## config.mk

```make
export PLATFORM = sky130hd
export DESIGN_NAME = calc_entry_fsm
export DESIGN_NICKNAME = d
export VERILOG_FILES = /design/src/rtl/calc_pkg.sv /design/src/rtl/calc_alu.sv /design/src/rtl/calc_entry_fsm.sv
export SDC_FILE = /design/constraint.sdc
export NUM_CORES = 1
export LEC_CHECK = 0
export CAP_MARGIN = 20
export CORE_ASPECT_RATIO = 2
export CORE_UTILIZATION = 57
export CTS_CLUSTER_DIAMETER = 50
export DETAILED_ROUTE_END_ITERATION = 12
export HOLD_SLACK_MARGIN = 0.06
export PLACE_DENSITY = 0.78
export SKIP_CTS_REPAIR_TIMING = 1
export SLEW_MARGIN = 20
export SYNTH_ARGS = -nofsm -noshare
export SYNTH_HDL_FRONTEND = slang
export SYNTH_HIERARCHICAL = 1
export SYNTH_SLANG_ARGS = --single-unit
```

## constraint.sdc

```tcl
create_clock -name clk -period 2.9 [get_ports clk]
set_clock_uncertainty 0.15 [all_clocks]
set_input_delay 0.29 -clock clk [delete_from_list [all_inputs] [get_ports clk]]
set_output_delay 0.29 -clock clk [all_outputs]
set_load 0.01 [all_outputs]
```

## src/rtl/calc_pkg.sv

```systemverilog
// Shared types and key codes for the calculator entry FSM.
// The optional multiplier is enabled by defining CALC_MULT_EN.
package calc_pkg;

  typedef enum logic [1:0] {
    ST_A   = 2'd0,
    ST_OP  = 2'd1,
    ST_B   = 2'd2,
    ST_RES = 2'd3
  } state_e;

  typedef enum logic [2:0] {
    OP_NONE = 3'd0,
    OP_ADD  = 3'd1,
    OP_MULT = 3'd2,
    OP_AND  = 3'd3,
    OP_SUB  = 3'd4,
    OP_OR   = 3'd5
  } op_e;

  localparam logic [4:0] KEY_ADD  = 5'h10;
  localparam logic [4:0] KEY_MULT = 5'h11;
  localparam logic [4:0] KEY_AND  = 5'h12;
  localparam logic [4:0] KEY_EXE  = 5'h13;
  localparam logic [4:0] KEY_SUB  = 5'h14;
  localparam logic [4:0] KEY_OR   = 5'h15;
  localparam logic [4:0] KEY_CE   = 5'h16;
  localparam logic [4:0] KEY_CLR  = 5'h17;

  function automatic logic is_op_key(input logic [4:0] key);
    return key inside {KEY_ADD, KEY_MULT, KEY_AND, KEY_SUB, KEY_OR};
  endfunction

  function automatic op_e key_to_op(input logic [4:0] key);
    case (key)
      KEY_ADD:  return OP_ADD;
      KEY_MULT: return OP_MULT;
      KEY_AND:  return OP_AND;
      KEY_SUB:  return OP_SUB;
      KEY_OR:   return OP_OR;
      default:  return OP_NONE;
    endcase
  endfunction

endpackage

```

## src/rtl/calc_alu.sv

```systemverilog
// Combinational ALU for the calculator; results wrap modulo 2^WIDTH.
// The multiply path exists only when CALC_MULT_EN is defined.
module calc_alu
  import calc_pkg::*;
#(
  parameter int unsigned WIDTH = 16
) (
  input  logic [WIDTH-1:0] a_i,
  input  logic [WIDTH-1:0] b_i,
  input  op_e              op_i,
  output logic [WIDTH-1:0] res_c_o,
  output logic             ovf_c_o,
  output logic             neg_c_o
);

  logic [WIDTH:0] sum_c;
  assign sum_c = {1'b0, a_i} + {1'b0, b_i};

`ifdef CALC_MULT_EN
  logic [2*WIDTH-1:0] prod_c;
  assign prod_c = (2*WIDTH)'(a_i) * (2*WIDTH)'(b_i);
`endif

  always_comb begin
    res_c_o = '0;
    ovf_c_o = 1'b0;
    neg_c_o = 1'b0;
    case (op_i)
      OP_ADD: begin
        res_c_o = sum_c[WIDTH-1:0];
        ovf_c_o = sum_c[WIDTH];
      end
      OP_SUB: begin
        res_c_o = a_i - b_i;
        neg_c_o = (b_i > a_i);
      end
      OP_AND: res_c_o = a_i & b_i;
      OP_OR:  res_c_o = a_i | b_i;
`ifdef CALC_MULT_EN
      OP_MULT: begin
        res_c_o = prod_c[WIDTH-1:0];
        ovf_c_o = |prod_c[2*WIDTH-1:WIDTH];
      end
`endif
      default: ;
    endcase
  end

endmodule

```

## src/rtl/calc_entry_fsm.sv

```systemverilog
// Key-entry state machine for a two-operand calculator (A op B = result).
// Define CALC_MULT_EN to accept the MULT key; otherwise it is rejected.
module calc_entry_fsm
  import calc_pkg::*;
#(
  parameter int unsigned WIDTH      = 16,
  parameter int unsigned MAX_DIGITS = 4
) (
  input  logic             clk,
  input  logic             rst,
  input  logic             key_valid,
  input  logic [4:0]       key_val,
  input  logic             dec_mode,
  output logic             restriction,
  output logic [WIDTH-1:0] disp_val,
  output logic [2:0]       op_code,
  output logic             result_valid,
  output logic             flag_ovf,
  output logic             flag_neg,
  output logic             key_err
);

  localparam int unsigned CNT_W = $clog2(MAX_DIGITS + 1);

  state_e           state_q;
  op_e              op_q;
  logic [WIDTH-1:0] a_q, b_q, res_q, disp_q;
  logic [CNT_W-1:0] cnt_a_q, cnt_b_q;
  logic             dec_q, ovf_q, neg_q, rv_q, err_q;

  logic             is_digit_c, bad_c, clr_c, a_full_c, b_full_c;
  logic [3:0]       digit_c;
  logic [WIDTH-1:0] dig_ext_c, a_app_c, b_app_c;
  logic [WIDTH-1:0] alu_res_c;
  logic             alu_ovf_c, alu_neg_c;

  assign is_digit_c = ~key_val[4];
  assign digit_c    = key_val[3:0];
  assign dig_ext_c  = WIDTH'(digit_c);
  assign a_full_c   = (cnt_a_q == CNT_W'(MAX_DIGITS));
  assign b_full_c   = (cnt_b_q == CNT_W'(MAX_DIGITS));

  // Shift-in of the new digit: x*10 = (x<<3)+(x<<1) in decimal, x*16 in hex
  assign a_app_c = dec_q ? (a_q << 3) + (a_q << 1) + dig_ext_c : (a_q << 4) | dig_ext_c;
  assign b_app_c = dec_q ? (b_q << 3) + (b_q << 1) + dig_ext_c : (b_q << 4) | dig_ext_c;

  // Keys rejected outright with a key_err pulse
  always_comb begin
    bad_c = (key_val > KEY_CLR) || (dec_q && is_digit_c && (digit_c > 4'd9));
`ifndef CALC_MULT_EN
    bad_c = bad_c || (key_val == KEY_MULT);
`endif
  end

  // A decimal/hex switch clears everything and outranks any key in that cycle
  assign clr_c = (dec_mode != dec_q) ||
                 (key_valid && ((key_val == KEY_CLR) ||
                                ((key_val == KEY_CE) && (state_q == ST_RES))));

  calc_alu #(.WIDTH(WIDTH)) u_alu (
    .a_i     (a_q),
    .b_i     (b_q),
    .op_i    (op_q),
    .res_c_o (alu_res_c),
    .ovf_c_o (alu_ovf_c),
    .neg_c_o (alu_neg_c)
  );

  always_ff @(posedge clk) begin
    if (rst) begin
      state_q <= ST_A;
      op_q    <= OP_NONE;
      a_q     <= '0;
      b_q     <= '0;
      res_q   <= '0;
      disp_q  <= '0;
      cnt_a_q <= '0;
      cnt_b_q <= '0;
      dec_q   <= 1'b0;
      ovf_q   <= 1'b0;
      neg_q   <= 1'b0;
      rv_q    <= 1'b0;
      err_q   <= 1'b0;
    end else begin
      dec_q <= dec_mode;
      rv_q  <= 1'b0;
      err_q <= 1'b0;
      if (clr_c) begin
        state_q <= ST_A;
        op_q    <= OP_NONE;
        a_q     <= '0;
        b_q     <= '0;
        res_q   <= '0;
        disp_q  <= '0;
        cnt_a_q <= '0;
        cnt_b_q <= '0;
        ovf_q   <= 1'b0;
        neg_q   <= 1'b0;
      end else if (key_valid) begin
        if (bad_c) begin
          err_q <= 1'b1;
        end else if (is_digit_c) begin
          case (state_q)
            ST_A: begin
              if (a_full_c) begin
                err_q <= 1'b1;
              end else begin
                a_q     <= a_app_c;
                cnt_a_q <= cnt_a_q + CNT_W'(1);
                disp_q  <= a_app_c;
              end
            end
            ST_OP: begin
              b_q     <= dig_ext_c;
              cnt_b_q <= CNT_W'(1);
              disp_q  <= dig_ext_c;
              state_q <= ST_B;
            end
            ST_B: begin
              if (b_full_c) begin
                err_q <= 1'b1;
              end else begin
                b_q     <= b_app_c;
                cnt_b_q <= cnt_b_q + CNT_W'(1);
                disp_q  <= b_app_c;
              end
            end
            default: begin
              a_q     <= dig_ext_c;
              cnt_a_q <= CNT_W'(1);
              disp_q  <= dig_ext_c;
              state_q <= ST_A;
            end
          endcase
        end else if (is_op_key(key_val)) begin
          case (state_q)
            ST_A, ST_OP: begin
              op_q    <= key_to_op(key_val);
              state_q <= ST_OP;
            end
            ST_RES: begin
              a_q     <= res_q;
              cnt_a_q <= '0;
              op_q    <= key_to_op(key_val);
              state_q <= ST_OP;
            end
            default: ;
          endcase
        end else if (key_val == KEY_EXE) begin
          if (state_q == ST_B) begin
            res_q   <= alu_res_c;
            disp_q  <= alu_res_c;
            ovf_q   <= alu_ovf_c;
            neg_q   <= alu_neg_c;
            rv_q    <= 1'b1;
            state_q <= ST_RES;
          end
        end else if (key_val == KEY_CE) begin
          case (state_q)
            ST_A: begin
              a_q     <= '0;
              cnt_a_q <= '0;
              disp_q  <= '0;
            end
            ST_B: begin
              b_q     <= '0;
              cnt_b_q <= '0;
              disp_q  <= a_q;
              state_q <= ST_OP;
            end
            ST_OP: begin
              op_q    <= OP_NONE;
              state_q <= ST_A;
            end
            default: ;
          endcase
        end
      end
    end
  end

  assign restriction  = dec_q;
  assign disp_val     = disp_q;
  assign op_code      = op_q;
  assign result_valid = rv_q;
  assign flag_ovf     = ovf_q;
  assign flag_neg     = neg_q;
  assign key_err      = err_q;

endmodule

```

==> impl_metrics.tcl <==
set metrics [dict create \
    stdcell_area_sq_um 10800 \
    power-per-cell-area_nw_per_um2 268 \
    layout_min_cycle_time_ns 3.17 \
    drive_above_1_share_pct 25.3 \
    worstMarginPinSlew_ns 0.827 \
    area_growth_pct 31.4 \
    synth_edf_count 0 \
    drtAntennaViolNets 0 \
    yosys-top-cells-area "dfxtp_1 (19%), ha_1 (17%), a21oi_1 (7.2%)" \
    syn-cell-area_sq_um 8230 \
    synth_async_sr_flop_share_pct 0 \
    grt_pass1_wl_um 43100 \
    synth_cell_type_count 79 \
    wirelength_um 28000 \
    die_x_um 87.0 \
    avgSynthCellArea_sq_um 7.31 \
    io_buffers 32 \
    n_fill_cell 1023 \
    dr_total_vias 9280 \
    cp.required_ns 2.99 \
    endpoint_kind "flip-flop" \
    hold_viol 0 \
    cts_buffer_depth 2 \
    vdd_ir_drop_max_uv 331 \
    r2r_slack_ns -0.27 \
    critical-path-slowest-cell "a2111o_1" \
    synth_cells 1126 \
    slew_headroom_pct 44.6 \
    drt_iter0_drc 842 \
    use_met1_pct 40.7 \
    hp-start "res_q[2]" \
    grt_usage_pct 36.9 \
    setup_slack_ns -0.269 \
    ys_warn_count 6 \
    grt_pass1_vias 8968 \
    drt-pass1-iter-count 7 \
    row_count 61 \
    fmax_mhz 316 \
    synth_top_area_share_pct 19.5 \
    cpMostUsedCell "nand2_1" \
    cp.arrival_ns 3.26 \
    use_met2_pct 65.7 \
    setup_viol 16 \
    startpoint "a_q[0]" \
    place_area_sq_um 9880 \
    core-area_sq_um 14000 \
    gr-usage-met3_pct 4.44 \
    maxSlewViolCount 0 \
    status "finished, violations left" \
    drt-vias-per-instance 6.32 \
    worstSetupPathType "reg2reg" \
    reg2reg_to "disp_val[15]" \
    clock_latency_ns 0.34 \
    dieArea_sq_um 15000 \
    htree_levels 3 \
    synth_fp_nets 1251 \
    path_max_fanout 4 \
    cts.reportedPaths.clkPinSlew_ns 0.06 \
    path_buf_inv 2 \
    diodes 0 \
    crit_chain "inv_4 -> ha_4 -> buf_6 -> nor3_4 -> o31ai_4 -> a2111o_1 -> a31o_4 -> o221ai_2 -> xnor2_1 -> o211ai_1 -> nand2_1 -> nand2_1 -> a211o_1 -> o31a_1" \
    reg2regPathDepth 14 \
    layout_common_cells "buf_4 (166), nand2_1 (136), ha_1 (101)" \
    ys.flop_type "dfxtp_1" \
    nets 1399 \
    yosysTopAreaCell "dfxtp_1" \
    rsz0062_at_grt "true" \
    p_leak_uw 0.00453 \
    cts_root_buf "clkbuf_16" \
    drc 0 \
    cts_sinks 80 \
    finalCritPeriodShare_pct 109 \
    cpPeakStageDelay_ns 0.51 \
    grt_max_degree 41 \
    start_util_pct 58.9 \
    dp_hpwl_um 21100 \
    hold_depth 2 \
    hold_end "res_q[2]" \
    maxCapViolCount 0 \
    hold_path.class "reg2reg" \
    routedWlPerCell_um 19.1 \
    violations "negative setup slack" \
    r2r-start "a_q[0]" \
    whs_ns 0.310 \
    ys_seq_elements 80 \
    overflow 0 \
    cts_buffers 9 \
    cp-start-kind "flip-flop" \
    grt_antenna_before_repair 0 \
    die_h_um 172 \
    grt.busiest_layer "met2" \
    cp_top_family "compound AO/OA/AOI/OAI gates" \
    final_common_cell "buf_4" \
    gp_congestion 1.03 \
    synth_seq_area_share_pct 19.5 \
    cts_tree "built" \
    io_pins 33 \
]
-- worst reg2reg max path: stages, from the launching register on --
cell	delay, ns
dfxtp_4	0.37
inv_4	0.04
ha_4	0.16
buf_6	0.11
nor3_4	0.22
o31ai_4	0.10
a2111o_1	0.51
a31o_4	0.28
o221ai_2	0.17
xnor2_1	0.14
o211ai_1	0.15
nand2_1	0.12
nand2_1	0.06
a211o_1	0.24
o31a_1	0.23
-- routing by layer --
metal  vias up  wire length, um
li1       4335                -
met1      4337            10400
met2       465            14200
met3       143             1810
met4         0             1680
met5         -                0
-- stage by stage --
stage                     TNS [ns]  utilization [%]  total power, uW  setup slack [ns]  cells
final                        -1.73             77.5             2900            -0.269   1468
after global routing         -4.47             77.5             2990            -0.412   1468
after CTS                    -5.14             72.9             2830            -0.394   1455
after detailed placement    -16.30             70.8             1730            -0.672   1439
after global placement      -14.97             70.8             1720            -0.605   1439
after floorplan            -0.0950                -             1490           -0.0386   1126
-- registers in the layout (all words and copies together), names as in the netlist --
register and cells:
disp_val 16, flag_neg 1, restriction 1, state_q 2, result_valid 1, cnt_b_q 3
b_q 16, cnt_a_q 3, a_q 16, res_q 16, flag_ovf 1, op_code 3
key_err 1
-- synthesized netlist by cell type, drive strengths merged, types with 5 or more instances --
master    n
xnor2    15
dfxtp    80
a221o     7
mux2i    22
a22o      7
nand3    36
inv      73
o221ai    6
nor3b     5
and3      6
and2      5
a211oi   21
nor2     91
a21oi   119
o21ai    81
nand2   143
or3      10
a31oi    20
a22oi     7
a221oi    5
clkbuf   41
nand2b   13
ha      110
fa        6
mux2      5
o21a      8
a21o     17
o31ai     8
o211ai   13
nor3     25
nor2b    13
xor2      8
buf      31
-- logic make-up after synthesis --
family | after synthesis | share of synthesized area [%]
compound gates | 370 | 29.0
xor+xnor | 23 | 2.45
fa+ha+maj | 116 | 18.2
buf+inv | 146 | 7.39
flops | 80 | 19.5
mux | 27 | 3.36
simple gates | 364 | 20.2
-- worst max-delay path by stage --
stage,endpoint,cells after the start
final,disp_val[15],14
after global routing,disp_val[15],14
after floorplan,disp_val[15],14
after CTS,disp_val[12],14
after detailed placement,b_q[15],12
after global placement,b_q[15],12
-- layout make-up --
| class | instances | area [sq um] | area share (%) |
|---|---|---|---|
| inverter | 74 | 280 | 2.59 |
| clock buffer | 12 | 267 | 2.46 |
| multi-input combinational | 900 | 6640 | 61.4 |
| timing repair buffer | 209 | 1750 | 16.2 |
| clock inverter | 4 | 27.5 | 0.254 |
| sequential | 80 | 1620 | 15.0 |
| tap | 189 | 236 | 2.19 |
-- power breakdown --
group,switching (uW),internal (uW)
sequential,14.4,1110
combinational,363,281
clock,482,649
No activity file was read; power rests on OpenSTA's default activity.
